`config.mk`:
```
export PLATFORM = sky130hd
export DESIGN_NAME = ldst_bridge
export DESIGN_NICKNAME = d
export VERILOG_FILES = /design/src/rtl/mmio_pkg.sv /design/src/rtl/mmio_timer.sv /design/src/rtl/ldst_bridge.sv
export SDC_FILE = /design/constraint.sdc
export NUM_CORES = 1
export LEC_CHECK = 0
export BUFFER_PORTS_ARGS = -buffer_cell sky130_fd_sc_hd__buf_2
export CAP_MARGIN = 20
export CORE_ASPECT_RATIO = 1.2
export CORE_MARGIN = 5
export CORE_UTILIZATION = 30
export CTS_CLUSTER_DIAMETER = 120
export DETAILED_ROUTE_END_ITERATION = 16
export GPL_ROUTABILITY_DRIVEN = 0
export SETUP_SLACK_MARGIN = 0.02
export SLEW_MARGIN = 20
export SYNTH_ARGS = -nofsm -noshare
export SYNTH_HDL_FRONTEND = slang
export SYNTH_SLANG_ARGS = --single-unit
```
`constraint.sdc`:
```
create_clock -name clk -period 3.4 [get_ports clk]
set_input_delay 0.34 -clock clk [delete_from_list [all_inputs] [get_ports clk]]
set_output_delay 0.34 -clock clk [all_outputs]
set_load 0.05 [all_outputs]
```
`src/rtl/mmio_pkg.sv`:
```
// mmio_pkg: address map and read-source encoding shared by the load/store bridge
package mmio_pkg;
  localparam logic [15:0] RAM_TOP      = 16'h7FFF;
  localparam logic [15:0] MMIO_LED     = 16'hA000;
  localparam logic [15:0] MMIO_SW      = 16'hA002;
  localparam logic [15:0] MMIO_TCOUNT  = 16'hA004;
  localparam logic [15:0] MMIO_TCTRL   = 16'hA006;
  localparam logic [15:0] MMIO_TRELOAD = 16'hA008;
  typedef enum logic [1:0] {RD_NONE, RD_RAM, RD_PERIPH} rd_src_t;
endpackage

```
`src/rtl/mmio_timer.sv`:
```
// mmio_timer: prescaled down-counting timer with reload and sticky expired flag
module mmio_timer #(
  parameter int PRESCALE = 50
) (
  input  logic        clk,
  input  logic        reset,
  input  logic [15:0] wdata,
  input  logic        wr_count,
  input  logic        wr_ctrl,
  input  logic        wr_reload,
  output logic [15:0] count,
  output logic [15:0] reload,
  output logic [15:0] ctrl,
  output logic        irq
);
  localparam logic [15:0] PRE_MAX = 16'(PRESCALE - 1);
  logic [15:0] pre;
  logic        en;
  logic        flag;
  logic        tick;
  logic        expire;
  assign tick   = en && pre == 16'd0;
  // a TCOUNT write swallows the tick, so it cannot expire in that cycle
  assign expire = tick && count == 16'd0 && !wr_count;
  assign ctrl   = {14'd0, flag, en};
  assign irq    = flag;
  always_ff @(posedge clk) begin
    if (reset) begin
      pre    <= PRE_MAX;
      count  <= '0;
      reload <= '0;
      en     <= 1'b0;
      flag   <= 1'b0;
    end else begin
      pre   <= (wr_count || !en || pre == 16'd0) ? PRE_MAX : pre - 16'd1;
      count <= wr_count ? wdata : tick ? (count == 16'd0 ? reload : count - 16'd1) : count;
      if (wr_reload) reload <= wdata;
      if (wr_ctrl) en <= wdata[0];
      flag  <= expire | (flag & ~(wr_ctrl & wdata[1]));
    end
  end
endmodule

```
`src/rtl/ldst_bridge.sv`:
```
// ldst_bridge: routes CPU loads/stores to RAM or on-chip peripherals with fixed 1-cycle read latency
module ldst_bridge
  import mmio_pkg::*;
#(
  parameter int PRESCALE = 50
) (
  input  logic        clk,
  input  logic        reset,
  input  logic [15:0] i_ldst_addr,
  input  logic        i_ldst_rd,
  input  logic        i_ldst_wr,
  input  logic [15:0] i_ldst_wrdata,
  output logic [15:0] o_ldst_rddata,
  output logic [14:0] o_ram_addr,
  output logic        o_ram_rd,
  output logic        o_ram_wr,
  output logic [15:0] o_ram_wrdata,
  input  logic [15:0] i_ram_rddata,
  output logic [15:0] o_leds,
  input  logic [15:0] i_switches,
  output logic        o_timer_irq
);
  logic [15:0] sw_meta;
  logic [15:0] sw_sync;
  logic [15:0] rd_buf;
  logic [15:0] periph_data;
  logic [15:0] t_count;
  logic [15:0] t_reload;
  logic [15:0] t_ctrl;
  logic        is_ram;
  rd_src_t     rd_sel;
  assign is_ram       = i_ldst_addr <= RAM_TOP;
  assign o_ram_addr   = i_ldst_addr[14:0];
  assign o_ram_rd     = i_ldst_rd & is_ram;
  assign o_ram_wr     = i_ldst_wr & is_ram;
  assign o_ram_wrdata = i_ldst_wrdata;
  always_comb begin
    periph_data = i_ldst_addr == MMIO_LED     ? o_leds   :
                  i_ldst_addr == MMIO_SW      ? sw_sync  :
                  i_ldst_addr == MMIO_TCOUNT  ? t_count  :
                  i_ldst_addr == MMIO_TCTRL   ? t_ctrl   :
                  i_ldst_addr == MMIO_TRELOAD ? t_reload : '0;
    o_ldst_rddata = rd_sel == RD_RAM    ? i_ram_rddata :
                    rd_sel == RD_PERIPH ? rd_buf       : '0;
  end
  // rd_buf samples registers before this edge's writes, so load+store returns the old value
  always_ff @(posedge clk) begin
    if (reset) begin
      o_leds  <= '0;
      sw_meta <= '0;
      sw_sync <= '0;
      rd_buf  <= '0;
      rd_sel  <= RD_NONE;
    end else begin
      sw_meta <= i_switches;
      sw_sync <= sw_meta;
      if (i_ldst_wr && i_ldst_addr == MMIO_LED) o_leds <= i_ldst_wrdata;
      if (i_ldst_rd) begin
        rd_sel <= is_ram ? RD_RAM : RD_PERIPH;
        rd_buf <= periph_data;
      end
    end
  end
  mmio_timer #(.PRESCALE(PRESCALE)) u_timer (
    .clk       (clk),
    .reset     (reset),
    .wdata     (i_ldst_wrdata),
    .wr_count  (i_ldst_wr && i_ldst_addr == MMIO_TCOUNT),
    .wr_ctrl   (i_ldst_wr && i_ldst_addr == MMIO_TCTRL),
    .wr_reload (i_ldst_wr && i_ldst_addr == MMIO_TRELOAD),
    .count     (t_count),
    .reload    (t_reload),
    .ctrl      (t_ctrl),
    .irq       (o_timer_irq)
  );
endmodule

```
==> summary.md <==
## Global routing
- 26.1 mm — global-route wire length before repair
- 0.152 — GRT Util Overall
- 0 — number of antenna violations at the first check in global routing
- 47 — maximum number of pins on one net before global-route repair
- 0 — residual overflow from global routing
- 4895 — via count of the first global-routing pass

## Cells and area
- 0.242 — layout cell share with drive strength beyond 1
- 0 — total inserted antenna cells
- 1868 — final-layout fill cell count
- 133 x sky130_fd_sc_hd__buf_2, 116 x sky130_fd_sc_hd__dfxtp_1, 98 x sky130_fd_sc_hd__nand2_1 — most frequent cells in the layout
- 21.8% — Area Overhead vs Synth
- sky130_fd_sc_hd__buf_2 — most frequent standard cell in the layout excluding fill and tap cells
- 846 — fin nets

## Worst setup path
- flop — CP endpoint kind
- 3680 ps — critical path data required time
- flop to flop — worst setup path category
- 3050 ps — data arrival time of the critical path
- flop — launching element type of the critical path
- 15 — maximum net fanout on the critical path

## Floorplan
- 134 — I/O pins
- 18200 µm² — Core Footprint
- 0.306 — starting density of the core
- 54 — count of standard-cell rows
- 159 µm — die boundary height
- 21400 µm² — area of the die
- 134 µm — Die Width

## Clock tree
- 17 — TritonCTS Buffers
- 420 ps — insertion delay of the later-clocked pin in the worst-skew pair
- 0 — setup repair bufs after CTS
- 116 — TritonCTS Sinks
- sky130_fd_sc_hd__clkbuf_16 — clk root buf
- yes — CTS tree
- 2 — clock tree buffer depth
- 4 — H-tree depth
- 0 — Resized Gates After CTS
- 60 ps — Worst-path clk slew
- 0 — total of hold buffers inserted after clock tree synthesis

## Logic synthesis
- simple AND/OR/NAND/NOR gates — combinational family with the most area after synthesis
- 58 — unique cell type count in the Yosys netlist
- 0.180 — fraction of the mapped netlist area in compound gates
- 5560 µm² — Cell Area, Synth
- 8.09 µm² — post-synthesis average cell area
- 0 — number of enable flip-flop cells after synthesis
- 0.418 — proportion of synthesized chip area in sequential cells
- 0 — fraction of registers with async set/reset
- 0.418 — proportion of netlist area held by the largest area contributor
- 0.00901 — synthesized-area fraction occupied by adder cells
- 687 — cells after synthesis
- sky130_fd_sc_hd__dfxtp_1 — cell type contributing the most total cell area after synthesis
- sky130_fd_sc_hd__dfxtp_1 — predominant post-synthesis flop cell
- 759 — Post-Syn Nets
- 0.270 — simple-gate share of the synthesized area
- 0.0221 — Post-Synth XOR/XNOR Area
- sky130_fd_sc_hd__dfxtp_1 42%, sky130_fd_sc_hd__nand2_1 6.6%, sky130_fd_sc_hd__a21oi_1 5.0% — biggest area contributors in the synthesized netlist
- 0 — total of warnings raised by yosys
- 116 — number of register bits inferred by synthesis
- 0.00721 — fraction of synthesized area in multiplexers

## Detailed routing
- 5031 — total via count after detailed routing
- 4.98 — via density per instance
- 16.1 µm — wire per inst
- 5 — First-pass DRT Iterations
- 0 — count of antenna-violating nets left after detailed routing
- 16.3 mm — final routed wirelength across all metal layers
- 439 — count of routing violations after the opening detailed-route iteration
- 0 — Residual DRC

## Flow run
- 0 — max-cap check violation count

## Power and ir drop
- 2.71 nW — leakage power of the design
- 0.514 — clock group share of total power
- 0.249 — switch share
- 0.090 — Gate power share
- 877 µW — switching power
- 0.397 — Seq pwr share
- 521 nW/µm² — power per cell area
- 0.315 mV — IR drop worst, VDD
- 2.65 mW — internal power

## STA
- 0 — hold violation count in the final report
- 2770 ps — min cycle time layout
- 629 ps — post-route worst setup slack
- no — unrepaired setup endpoints after global routing
- 0 — number of setup violations in the final report
- 0 ps — setup TNS
- 0.815 — part of the cycle the worst path needs
- 0 — final-report max-slew violation count
- 0.499 — relative max-transition margin
- 11.0 ps — Final Skew
- 751 ps — transition at the pin with the smallest max-transition slack
- 361 MHz — top achievable clock speed

## Outcome
- finished clean — outcome

## Place
- 11.6 mm — Detailed Place HPWL
- 671 ps — setup slack after placement
- 133 — Port Buffer Count

## Worst hold path
- input port to flop — class of the most critical hold timing path

-- critical path: stages (launching register included) --
cell and delay, ps:
sky130_fd_sc_hd__dfxtp_1 350, sky130_fd_sc_hd__inv_1 120, sky130_fd_sc_hd__ha_1 160, sky130_fd_sc_hd__or3b_1 380
sky130_fd_sc_hd__or4_4 510, sky130_fd_sc_hd__or2_1 490, sky130_fd_sc_hd__mux2_4 390, sky130_fd_sc_hd__a21oi_1 150
sky130_fd_sc_hd__a211oi_1 90
-- kinds of logic after synthesis --
logic type / count (synthesis)
and+or+nand+nor: 297
AOI/OAI and AO/OA: 152
DFF: 116
buffers and inverters: 101
xor gates and xnor gates: 14
adders and majority gates: 4
muxes: 3
-- power by group through the flow --
stage	Clock (mW)	Combinational, mW	Sequential (mW)
2_1_floorplan	0	0.233	1.42
3_3_place_gp	0	0.317	1.43
3_5_place_dp	0	0.318	1.43
4_1_cts	1.85	0.318	1.40
5_1_grt	1.92	0.340	1.40
6_report	1.81	0.316	1.40
-- final timing paths --
path / to / depth (start not counted) / slack [ps] / start
max: u_timer.count[5] / 8 / 630 / u_timer.count[0]
min reg2reg: sw_sync[4] / 1 / 430 / sw_meta[4]
min: sw_meta[3] / 2 / 130 / i_switches[3]
max reg2reg: u_timer.count[5] / 8 / 630 / u_timer.count[0]
-- state kept, by name (all words and copies together), names as in the netlist --
| signal | flops |
|---|---|
| u_timer.count | 16 |
| sw_meta | 16 |
| u_timer.pre | 16 |
| rd_buf | 16 |
| o_leds | 16 |
| rd_sel | 2 |
| sw_sync | 16 |
| u_timer.reload | 16 |
| u_timer.irq | 1 |
| u_timer.en | 1 |
-- final cells by class --
type	instances	area, µm²	share of cell area
multi-input cells	470	2710	0.401
flip-flops and latches	116	2320	0.343
repair buffers	146	763	0.113
clock buffers	19	443	0.0655
well taps	224	280	0.0414
clock inverters	12	158	0.0233
inverters	23	86.3	0.0128
-- per-stage QoR --
step	hold WS (ps)	utilization	cells	cell area, µm²	power (mW)
after global routing	124	0.372	1010	6770	3.66
after CTS	110	0.372	1010	6770	3.57
final	125	0.372	1010	6770	3.52
after global placement	423	0.339	979	6170	1.74
after floorplan	410	-	687	5560	1.66
after detailed placement	423	0.339	979	6170	1.75
-- cells in the mapped netlist (3+ instances only) --
| library cell | n |
|---|---|
| sky130_fd_sc_hd__o22ai_1 | 5 |
| sky130_fd_sc_hd__inv_1 | 23 |
| sky130_fd_sc_hd__buf_4 | 31 |
| sky130_fd_sc_hd__a22o_1 | 17 |
| sky130_fd_sc_hd__nand4_1 | 5 |
| sky130_fd_sc_hd__nand3_1 | 10 |
| sky130_fd_sc_hd__nor4_1 | 21 |
| sky130_fd_sc_hd__clkbuf_1 | 43 |
| sky130_fd_sc_hd__a21o_1 | 3 |
| sky130_fd_sc_hd__ha_1 | 4 |
| sky130_fd_sc_hd__dfxtp_1 | 116 |
| sky130_fd_sc_hd__o211ai_1 | 3 |
| sky130_fd_sc_hd__xnor2_1 | 9 |
| sky130_fd_sc_hd__xor2_1 | 5 |
| sky130_fd_sc_hd__nor2_1 | 52 |
| sky130_fd_sc_hd__or4_1 | 3 |
| sky130_fd_sc_hd__o21ai_1 | 5 |
| sky130_fd_sc_hd__nand2b_1 | 14 |
| sky130_fd_sc_hd__o31ai_1 | 5 |
| sky130_fd_sc_hd__a221oi_1 | 13 |
| sky130_fd_sc_hd__o21ai_0 | 24 |
| sky130_fd_sc_hd__o21a_1 | 3 |
| sky130_fd_sc_hd__a21oi_1 | 55 |
| sky130_fd_sc_hd__a211oi_1 | 5 |
| sky130_fd_sc_hd__buf_6 | 3 |
| sky130_fd_sc_hd__nor4bb_1 | 3 |
| sky130_fd_sc_hd__nor2b_1 | 37 |
| sky130_fd_sc_hd__nor3_1 | 25 |
| sky130_fd_sc_hd__or3_1 | 9 |
| sky130_fd_sc_hd__nand2_1 | 98 |
-- per-layer routing --
metal	track usage	up-vias	part of all wire	wire (µm)
li1	-	2540	-	-
met2	0.246	167	0.46	7520
met5	0	-	0	0
met4	0.0565	0	0.021	346
met3	0.0354	32	0.060	980
met1	0.197	2292	0.46	7460
(Power assumes the default switching activity.)
